### config.mk
export PLATFORM = sky130hd
export DESIGN_NAME = lw_hmac_driver
export DESIGN_NICKNAME = d
export VERILOG_FILES = /design/src/rtl/lw_sha_pkg.sv /design/src/rtl/lw_digest_serializer.sv /design/src/rtl/lw_hmac_driver.sv
export SDC_FILE = /design/constraint.sdc
export NUM_CORES = 1
export LEC_CHECK = 0
export ABC_AREA = 0
export BUFFER_PORTS_ARGS = -buffer_cell sky130_fd_sc_hd__buf_2
export CORE_MARGIN = 3
export CORE_UTILIZATION = 45
export DETAILED_ROUTE_END_ITERATION = 10
export PLACE_DENSITY = 0.73
export SKIP_LAST_GASP = 1
export SYNTH_ARGS = -nofsm -noshare
export SYNTH_HDL_FRONTEND = slang
export SYNTH_SLANG_ARGS = --single-unit
### constraint.sdc
create_clock -name clk_i -period 2.8 [get_ports clk_i]
set_clock_uncertainty 0.1 [all_clocks]
set_input_delay 0.28 -clock clk_i [delete_from_list [all_inputs] [get_ports clk_i]]
set_output_delay 0.28 -clock clk_i [all_outputs]
set_load 0.02 [all_outputs]
### src/rtl/lw_sha_pkg.sv
// Shared definitions for the lw_hmac host driver: FSM states, opcode fields,
// and the digest length helper.
package lw_sha_pkg;

  typedef enum logic [2:0] {
    ST_IDLE,
    ST_START,
    ST_KEY,
    ST_DATA,
    ST_WAIT,
    ST_DRAIN,
    ST_ABORT
  } drv_state_e;

  localparam int OP_HMAC_BIT = 1;
  localparam int OP_224_BIT  = 0;

  // SHA-224 truncates the final state to seven words.
  function automatic logic [3:0] digest_words(input logic [1:0] opcode);
    return opcode[OP_224_BIT] ? 4'd7 : 4'd8;
  endfunction

endpackage

### src/rtl/lw_digest_serializer.sv
// Captures the core's eight-word hash and replays it, highest index first,
// as a ready/valid word stream of 7 or 8 words.
module lw_digest_serializer
  import lw_sha_pkg::*;
#(
  parameter int WORD_SIZE = 32
) (
  input  logic                   clk_i,
  input  logic                   rst_i,
  input  logic                   capture_i,
  input  logic [8*WORD_SIZE-1:0] hash_i,
  input  logic [3:0]             words_i,
  input  logic                   drain_i,
  input  logic                   dig_ready_i,
  output logic                   dig_valid_o,
  output logic [WORD_SIZE-1:0]   dig_data_o,
  output logic                   dig_last_o,
  output logic                   done_o
);

  logic [7:0][WORD_SIZE-1:0] word_q;
  logic [2:0]                idx_q;
  logic [3:0]                last_diff;
  logic [2:0]                last_idx;

  assign last_diff = 4'd8 - words_i;
  assign last_idx  = last_diff[2:0];

  always_ff @(posedge clk_i) begin
    if (rst_i) begin
      word_q <= '0;
      idx_q  <= '0;
    end else if (capture_i) begin
      word_q <= hash_i;
      idx_q  <= 3'd7;
    end else if (drain_i && dig_ready_i) begin
      idx_q <= idx_q - 3'd1;
    end
  end

  assign dig_valid_o = drain_i;
  assign dig_data_o  = drain_i ? word_q[idx_q] : '0;
  assign dig_last_o  = drain_i && (idx_q == last_idx);
  assign done_o      = dig_last_o && dig_ready_i;

endmodule

### src/rtl/lw_hmac_driver.sv
// Host-side initiator for the lw_hmac core: sequences start/key/data into the
// core, returns the digest as a word stream, and aborts a hung core.
module lw_hmac_driver
  import lw_sha_pkg::*;
#(
  parameter int WORD_SIZE = 32,
  parameter int KEY_WORDS = 16,
  parameter int TIMEOUT   = 4096
) (
  input  logic                   clk_i,
  input  logic                   rst_i,
  input  logic                   cmd_valid_i,
  output logic                   cmd_ready_o,
  input  logic [1:0]             cmd_opcode_i,
  input  logic                   cmd_new_key_i,
  input  logic                   key_valid_i,
  input  logic [WORD_SIZE-1:0]   key_data_i,
  output logic                   key_ready_o,
  input  logic                   msg_valid_i,
  input  logic [WORD_SIZE-1:0]   msg_data_i,
  input  logic                   msg_last_i,
  output logic                   msg_ready_o,
  output logic                   dig_valid_o,
  output logic [WORD_SIZE-1:0]   dig_data_o,
  output logic                   dig_last_o,
  input  logic                   dig_ready_i,
  output logic                   err_timeout_o,
  output logic                   core_start_o,
  output logic                   core_data_valid_o,
  output logic                   core_last_o,
  output logic                   core_key_valid_o,
  output logic                   core_new_key_o,
  output logic                   core_abort_o,
  output logic [1:0]             core_opcode_o,
  output logic [WORD_SIZE-1:0]   core_data_o,
  output logic [WORD_SIZE-1:0]   core_key_o,
  input  logic                   core_ready_i,
  input  logic                   core_key_ready_i,
  input  logic                   core_idle_i,
  input  logic                   core_done_i,
  input  logic [8*WORD_SIZE-1:0] core_hash_i
);

  localparam int KCW = $clog2(KEY_WORDS + 1);
  localparam int WDW = $clog2(TIMEOUT + 1);

  drv_state_e     state_q, state_d;
  logic [1:0]     opcode_q;
  logic           new_key_q;
  logic [KCW-1:0] key_cnt_q;
  logic [WDW-1:0] wd_cnt_q;
  logic           err_q;
  logic           cmd_hs, key_hs, msg_hs, capture, drain_done, watched, timed_out;

  always_comb begin
    state_d           = state_q;
    cmd_ready_o       = 1'b0;
    key_ready_o       = 1'b0;
    msg_ready_o       = 1'b0;
    core_start_o      = 1'b0;
    core_data_valid_o = 1'b0;
    core_last_o       = 1'b0;
    core_key_valid_o  = 1'b0;
    core_new_key_o    = 1'b0;
    core_abort_o      = 1'b0;
    core_opcode_o     = '0;
    core_data_o       = '0;
    core_key_o        = '0;
    cmd_hs            = 1'b0;
    key_hs            = 1'b0;
    msg_hs            = 1'b0;
    capture           = 1'b0;
    timed_out         = 1'b0;
    watched           = (state_q == ST_KEY) || (state_q == ST_DATA) || (state_q == ST_WAIT);
    unique case (state_q)
      ST_IDLE: begin
        cmd_ready_o = core_idle_i;
        if (cmd_valid_i && core_idle_i) begin
          cmd_hs  = 1'b1;
          state_d = ST_START;
        end
      end
      // The core leaves idle on start && data_valid; the word is not consumed here.
      ST_START: begin
        if (msg_valid_i) begin
          core_start_o      = 1'b1;
          core_data_valid_o = 1'b1;
          core_data_o       = msg_data_i;
          core_opcode_o     = opcode_q;
          core_new_key_o    = new_key_q;
          state_d = (opcode_q[OP_HMAC_BIT] && new_key_q) ? ST_KEY : ST_DATA;
        end
      end
      ST_KEY: begin
        core_key_valid_o = key_valid_i;
        core_key_o       = key_data_i;
        key_ready_o      = core_key_ready_i;
        key_hs           = key_valid_i && core_key_ready_i;
        if (key_hs && key_cnt_q == KCW'(KEY_WORDS - 1)) state_d = ST_DATA;
      end
      ST_DATA: begin
        core_data_valid_o = msg_valid_i;
        core_data_o       = msg_data_i;
        core_last_o       = msg_last_i;
        msg_ready_o       = core_ready_i;
        msg_hs            = msg_valid_i && core_ready_i;
        if (msg_hs && msg_last_i) begin
          capture = core_done_i;
          state_d = core_done_i ? ST_DRAIN : ST_WAIT;
        end
      end
      ST_WAIT: begin
        if (core_done_i) begin
          capture = 1'b1;
          state_d = ST_DRAIN;
        end
      end
      ST_DRAIN: begin
        if (drain_done) state_d = ST_IDLE;
      end
      ST_ABORT: begin
        core_abort_o = 1'b1;
        state_d      = ST_IDLE;
      end
      default: state_d = ST_IDLE;
    endcase
    if (watched && state_d == state_q && !key_hs && !msg_hs &&
        wd_cnt_q == WDW'(TIMEOUT - 1)) begin
      timed_out = 1'b1;
      state_d   = ST_ABORT;
    end
  end

  always_ff @(posedge clk_i) begin
    if (rst_i) begin
      state_q   <= ST_IDLE;
      opcode_q  <= '0;
      new_key_q <= 1'b0;
      key_cnt_q <= '0;
      wd_cnt_q  <= '0;
      err_q     <= 1'b0;
    end else begin
      state_q <= state_d;
      if (cmd_hs) begin
        opcode_q  <= cmd_opcode_i;
        new_key_q <= cmd_new_key_i;
        err_q     <= 1'b0;
      end
      if (state_q == ST_START) key_cnt_q <= '0;
      else if (key_hs)         key_cnt_q <= key_cnt_q + KCW'(1);
      // Idle-cycle count since the last handshake or state change.
      if (watched && !key_hs && !msg_hs && state_d == state_q) wd_cnt_q <= wd_cnt_q + WDW'(1);
      else                                                     wd_cnt_q <= '0;
      if (timed_out) err_q <= 1'b1;
    end
  end

  assign err_timeout_o = err_q;

  lw_digest_serializer #(.WORD_SIZE(WORD_SIZE)) u_ser (
    .clk_i       (clk_i),
    .rst_i       (rst_i),
    .capture_i   (capture),
    .hash_i      (core_hash_i),
    .words_i     (digest_words(opcode_q)),
    .drain_i     (state_q == ST_DRAIN),
    .dig_ready_i (dig_ready_i),
    .dig_valid_o (dig_valid_o),
    .dig_data_o  (dig_data_o),
    .dig_last_o  (dig_last_o),
    .done_o      (drain_done)
  );

endmodule
==> results of run 1 <==
[worst max-delay path, cell delays in order (launching register included)]
cell,delay (ns)
dfxtp_4,0.46
buf_16,0.22
buf_4,0.17
mux4_2,0.54
mux2i_1,0.19
nor2_1,0.07
buf_2,0.19
[repair_timing]
item,CTS,global route
hold endpoints to repair,264,0
gates cloned,0,2
resized for setup,3,4
hold buffers,269,0
buffers inserted,1,2
setup endpoints to repair,38,25
pin swaps,0,1
[kinds of logic (layout without fill, tap and decap cells)]
| kind of cell | after synthesis | in the layout | synth area share (%) |
|---|---|---|---|
| other cells | 0 | 12 | 0 |
| compound gates | 278 | 278 | 11.4 |
| fa+ha+maj | 4 | 4 | 0.394 |
| buf+inv | 129 | 799 | 4.39 |
| xor+xnor | 17 | 17 | 1.17 |
| mux | 97 | 97 | 14.0 |
| flops | 284 | 284 | 44.8 |
| simple gates | 708 | 709 | 23.9 |
[cells in the mapped netlist, types with 2 or more instances]
library cell	number
ha_1	4
nand4_1	2
xor2_1	9
nor3_2	8
and3_1	10
nor2_1	58
buf_6	3
inv_1	6
clkbuf_1	67
a21oi_1	266
nand2_1	524
buf_2	37
mux4_2	64
a21o_1	3
nor4_1	2
xnor2_1	8
or3_1	3
buf_1	14
mux2i_1	33
dfxtp_1	284
nor3_1	5
o31ai_1	2
nand3_1	13
and2_1	70
[area by class of cell]
class	instances	area [um2]	area share, %
antenna	12	30.0	0.158
timing repair buffer	738	5290	27.9
inverter	7	26.3	0.138
multi-input combinational	1105	6490	34.2
tap	372	465	2.45
clock inverter	13	125	0.659
clock buffer	41	852	4.49
sequential	284	5700	30.0
[cells in the final DEF, fill, tap and decap left out, types with 3 or more instances in the layout]
cell type,Yosys,final
a21o_1,3,3
dlygate4sd3_1,0,269
ha_1,4,4
nand3_1,13,13
diode_2,0,12
a21oi_1,266,266
dfxtp_2,0,4
and3_1,10,10
and2_1,70,70
clkinv_2,0,8
dfxtp_1,284,278
nor3_2,8,10
clkbuf_16,0,31
nor3_1,5,3
buf_2,37,442
buf_4,1,13
inv_1,6,6
clkbuf_1,67,5
mux4_2,64,64
or3_1,3,3
mux2i_1,33,33
nor2_1,58,58
buf_12,0,9
xnor2_1,8,8
xor2_1,9,9
nand2_1,524,524
clkbuf_8,0,7
[power by group]
part	leakage, nW	switching [mW]	internal [mW]
logic	4.62	0.409	0.515
registers	2.29	0.0228	4.05
clock network	0.488	1.66	2.31
[path summary, 6_finish.rpt]
path	startpoint	endpoint	slack, ns	cells after the start
setup / recovery	u_ser.idx_q[0]	dig_data_o[6]	0.02	6
hold reg to reg	u_ser.word_q[127]	u_ser.word_q[127]	0.35	2
hold / removal	cmd_valid_i	err_timeout_o	0.1	4
setup reg to reg	state_q[0]	u_ser.word_q[241]	0.27	8
[routing by layer]
metal  GRT usage [%]  vias up
met5               0        -
met2            52.5      846
met1            35.3     6430
met3            6.23      193
li1                -     6362
met4            16.5        2
[stage by stage]
stage	power (mW)	setup TNS [ns]	worst slack [ns]	instance area, um2
floorplan	4.41	0	0.530	12700
finish	8.96	0	0.0218	19000
global route	9.22	-0.0242	-0.0242	19000
detailed placement	4.76	0	0.268	15200
global placement	4.76	0	0.327	15200
CTS	8.96	-0.242	-0.0609	18900
[state kept, by name, summed over array words and instances (netlist names)]
signal         cells
opcode_q           2
wd_cnt_q          13
err_timeout_o      1
u_ser.word_q     256
new_key_q          1
key_cnt_q          5
u_ser.idx_q        3
state_q            3
==> impl_metrics.env, run 1 <==
export IMPL_outcome="finished, final reports clean"
export IMPL_io_pins=444
export IMPL_synth_area_um2=12700
export IMPL_layout_drive_gt1_share_pct=27.9
export IMPL_syn_inst=1517
export IMPL_dp_cells=2232
export IMPL_finalHoldViolCount=0
export IMPL_final_cells=2572
export IMPL_clock_sinks=284
export IMPL_grt_remaining_overflow=0
export IMPL_clk_path_buf_depth=3
export IMPL_fin_crit_ns=2.78
export IMPL_maxUsedRoutingLayer="met5"
export IMPL_async_reset_ff_share_pct=0
export IMPL_portBuffers=443
export IMPL_fp_dieH_um=174
export IMPL_met1Wirelength_um=18300
export IMPL_grt_pass1_vias=14051
export IMPL_synth_seq_area_share_pct=44.8
export IMPL_leakage_nw=7.40
export IMPL_worstHoldPathType="input pin to flop"
export IMPL_synth_cell_types=46
export IMPL_clk_latency_ns=0.55
export IMPL_grt_pass1_wl_um=74300
export IMPL_fill_cells=2005
export IMPL_cp_end_kind="output port"
export IMPL_synth_top_area_cell="dfxtp_1"
export IMPL_dr_wl_met3_um=3980
export IMPL_cts_inserted_buffers=29
export IMPL_crit_type="flop to output port"
export IMPL_grt_usage_pct=30.4
export IMPL_route_vias_total=13833
export IMPL_power_density_nw_per_um2=472
export IMPL_clk_pin_slew_ns=0.06
export IMPL_fin_hold_ws_ns=0.0951
export IMPL_area_delta_synth_final_pct=49.5
export IMPL_dr_wl_met2_um=24000
export IMPL_setup_viol=0
export IMPL_dr_pass1_iters=6
export IMPL_die_x_um=174
export IMPL_irDropWorstVdd_uv=543
export IMPL_synth_top_area_share_pct=44.8
export IMPL_rsz0062_at_grt="true"
export IMPL_ant_nets=0
export IMPL_dieArea_um2=30300
export IMPL_cp_max_fo=15
export IMPL_drv_slew=0
export IMPL_tightest_slew_ns=0.837
export IMPL_synth_edff_count=0
export IMPL_yosysWarningCount=0
export IMPL_cts_tree="done"
export IMPL_netlist_top_cells_area="dfxtp_1 (45%), nand2_1 (15%), mux4_2 (11%), a21oi_1 (10%), and2_1 (3.4%)"
export IMPL_utilization_pct=69.4
export IMPL_rows=60
export IMPL_cp_data_arrival_time_ns=2.40
export IMPL_synth_seq_cells=284
export IMPL_root_buffer="clkbuf_16"
export IMPL_finalCritPeriodShare_pct=99.2
export IMPL_hpwl_um=28400
export IMPL_start_kind="flop"
export IMPL_start_util_pct=46.5
export IMPL_cts_max_level=1
export IMPL_avgSynthCellArea_um2=8.37
export IMPL_max_freq_mhz=360
export IMPL_wl_per_cell_um=19.1
export IMPL_grt_max_degree=181
export IMPL_first_iter_violations=1350
export IMPL_drc_errors=0
export IMPL_slew_headroom_pct=44.2
export IMPL_vias_per_cell=5.38
export IMPL_finalWeightedCongestion=0.940
export IMPL_crit_required_ns=2.42
export IMPL_synth_flop_cell="dfxtp_1"
export IMPL_max_cap_violations=0
export IMPL_antenna_found_initial=14
export IMPL_core_um2=27300
export IMPL_synth_nets=1855
export IMPL_nets=2503
export IMPL_drt_wl_total_um=49000
Power figures use the tool's default switching activity.
==> inputs of run 2 (changes only) <==
- ABC_AREA: 0 -> 1
- CELL_PAD_IN_SITES_DETAIL_PLACEMENT: not set -> 1
- CELL_PAD_IN_SITES_GLOBAL_PLACEMENT: not set -> 1
- CORE_UTILIZATION: 45 -> 34
- PLACE_DENSITY: 0.73 -> not set
- PLACE_DENSITY_LB_ADDON: not set -> 0.1
- REMOVE_ABC_BUFFERS: not set -> 1
==> run 2 against run 1 <==
Sequential power hardly changed. Worst hold slack worse by 0.032 ns. Non-clock buffer count is 6 lower. Highest routed layer unchanged. Count of clock-buffer cells in the layout is 13 higher. Register-to-register slack better by 0.05 ns. Clock power is 14% higher. Sequential share of layout area is 0.67 points lower. Total power is 7.3% higher. Largest cell class unchanged. Final area is 2.2% higher. Final cell count is 21% higher.
==> impl_metrics.env, run 2 <==
export IMPL_grt_max_degree=124
export IMPL_synth_top_area_cell="dfxtp_1"
export IMPL_leakage_nw=8.33
export IMPL_antenna_found_initial=24
export IMPL_post_cts_buffers=0
export IMPL_grt_remaining_overflow=0
export IMPL_finalWeightedCongestion=1.00
export IMPL_synth_seq_area_share_pct=44.1
export IMPL_largest_reg_flops=256
export IMPL_fp_dieH_um=201
export IMPL_irDropWorstVdd_uv=417
export IMPL_ant_nets=0
export IMPL_core_um2=37000
export IMPL_utilization_pct=52.4
export IMPL_vias_per_cell=5.02
export IMPL_r2r_slack_ns=0.32
export IMPL_grtUsageMet2_pct=50.9
export IMPL_met1_usage_pct=32.2
export IMPL_die_x_um=201
export IMPL_largestRegisters="u_ser.word_q x256, wd_cnt_q x13, key_cnt_q x5"
export IMPL_wl_per_cell_um=19.3
export IMPL_avgSynthCellArea_um2=6.67
export IMPL_root_buffer="clkbuf_16"
export IMPL_synth_cell_types=31
export IMPL_fin_crit_ns=2.69
export IMPL_start_util_pct=34.9
export IMPL_clk_latency_ns=0.52
export IMPL_tightest_slew_ns=0.715
export IMPL_crit_type="flop to output port"
export IMPL_grt_pass1_wl_um=92200
export IMPL_slew_headroom_pct=52.2
export IMPL_cp_max_fo=93
export IMPL_layout_common_cells="nor2_1 (795), buf_2 (443), o21ai_0 (424)"
export IMPL_clk_pin_slew_ns=0.06
export IMPL_regMostFlops="u_ser.word_q"
export IMPL_synth_top_area_share_pct=44.1
export IMPL_yosysWarningCount=0
export IMPL_drt_wl_total_um=60100
export IMPL_worstHoldPathType="input pin to flop"
export IMPL_synth_edff_count=0
export IMPL_finalCritPeriodShare_pct=96.0
export IMPL_dieArea_um2=40300
export IMPL_fin_tns_setup_ns=0
export IMPL_portBuffers=443
export IMPL_area_delta_synth_final_pct=50.3
export IMPL_finalHoldViolCount=0
export IMPL_async_reset_ff_share_pct=0
export IMPL_fill_cells=4770
export IMPL_synth_flop_cell="dfxtp_1"
export IMPL_synth_area_um2=12900
export IMPL_max_cap_violations=0
export IMPL_layout_drive_gt1_share_pct=22.1
export IMPL_power_density_nw_per_um2=496
export IMPL_dr_pass1_iters=5
export IMPL_cp_data_arrival_time_ns=2.31
export IMPL_layout_commonest_cell="nor2_1"
export IMPL_min_from="core_key_ready_i"
export IMPL_drc_errors=0
export IMPL_cp_end_kind="output port"
export IMPL_clk_path_buf_depth=3
export IMPL_grt_usage_pct=28.4
export IMPL_hpwl_um=35800
export IMPL_grt_met3_usage_pct=5.03
export IMPL_rr_worst_depth=14
export IMPL_cts_tree="done"
export IMPL_route_vias_total=15603
export IMPL_r2r_end="wd_cnt_q[0]"
export IMPL_min_to="key_cnt_q[1]"
export IMPL_cts_inserted_buffers=35
export IMPL_design_power_total_mw=9.62
export IMPL_grt_pass1_vias=16635
export IMPL_outcome="finished, final reports clean"
export IMPL_synth_seq_cells=284
export IMPL_max_freq_mhz=372
export IMPL_first_iter_violations=863
export IMPL_setup_viol=0
export IMPL_io_pins=444
export IMPL_rsz0062_at_grt="false"
export IMPL_nets=2895
export IMPL_start_kind="flop"
export IMPL_synth_most_common_cell="nor2_1"
export IMPL_cts_max_level=2
export IMPL_netlist_top_cells_area="dfxtp_1 (44%), nor2_1 (23%), o21ai_0 (16%), clkbuf_1 (3.3%), inv_1 (3.1%)"
export IMPL_crit_required_ns=2.42
export IMPL_hold_depth=4
export IMPL_rows=70
export IMPL_drv_slew=0
export IMPL_syn_inst=1934
export IMPL_clock_sinks=284
export IMPL_synthTopCellsByCount="nor2_1 (796), o21ai_0 (424), dfxtp_1 (284)"
export IMPL_grt_busiest_layer="met2"
export IMPL_r2r_start="key_cnt_q[1]"
-- run 2: cell count changes in the layout (fill, tap and decap cells not counted), moves of 10 or more --
cell     change
o22ai_1     +32
mux2i_1     -33
inv_1       +95
mux4_2      -64
a31oi_1     +31
o21ai_0    +424
nand2_1    -499
nor2_1     +737
a21oi_1    -253
and2_1      -70
diode_2     +10
nor2_2      +14
-- run 2: worst max-delay path by stage --
stage / start / to / slack (ns) / cells past startpoint
2_1_floorplan: state_q[1] / u_ser.word_q[0] / -3.05 / 8
3_3_place_gp: key_cnt_q[0] / wd_cnt_q[0] / 0.52 / 14
3_5_place_dp: key_cnt_q[1] / wd_cnt_q[2] / 0.38 / 14
4_1_cts: state_q[0] / dig_data_o[4] / 0.03 / 6
5_1_grt: u_ser.idx_q[0] / dig_data_o[20] / 0.002 / 7
6_report: u_ser.idx_q[0] / dig_data_o[17] / 0.11 / 6
-- run 2: per-layer routing --
metal	share of wire [%]	vias up
met1	40	7446
li1	-	7483
met2	50	516
met3	5.1	156
met5	0.022	-
met4	5.3	2
-- run 2: repair_timing --
action                                  in CTS  in global routing
gates resized for setup                      2                  2
pin swaps                                    0                  0
endpoints found under the setup margin      34                  8
endpoints found under the hold margin      261                  0
hold buffers                               260                  0
-- run 2: logic make-up after synthesis --
kind of cell | share of synthesized area, %
flip-flops | 44.1
AO/OA/AOI/OAI | 20.2
AND/OR/NAND/NOR | 26.7
adder cells (fa/ha/maj) | 0.388
XOR/XNOR | 0.815
buffers and inverters | 7.85
-- run 2: power by group --
part | switching [mW] | internal (mW)
registers | 0.0171 | 4.06
clock network | 1.81 | 2.70
logic | 0.507 | 0.525
-- run 2: layout make-up --
class | count | area [um2] | area share, %
Multi-Input combinational cell | 1395 | 6220 | 32.1
Tap cell | 504 | 631 | 3.25
Clock inverter | 8 | 78.8 | 0.407
Timing Repair Buffer | 732 | 5220 | 26.9
Clock buffer | 54 | 1060 | 5.45
Sequential cell | 284 | 5690 | 29.4
Inverter | 109 | 424 | 2.19
Antenna cell | 22 | 55.1 | 0.284
-- run 2: worst max-delay path, cell delays in order (launching register included) --
cell and delay [ns]:
dfxtp_4 0.39, buf_16 0.34, o21ai_0 0.14, o22ai_1 0.15, o21ai_0 0.23, a31oi_1 0.30, buf_2 0.21
-- run 2: stage by stage --
step,area [um2],instances,hold WS (ns),setup slack [ns]
floorplan,12300,1788,0.249,-3.05
CTS,19300,3086,0.0398,0.0279
finish,19400,3108,0.0633,0.112
detailed placement,15600,2764,0.341,0.376
global route,19400,3108,0.0636,0.00234
global placement,15600,2764,0.330,0.517
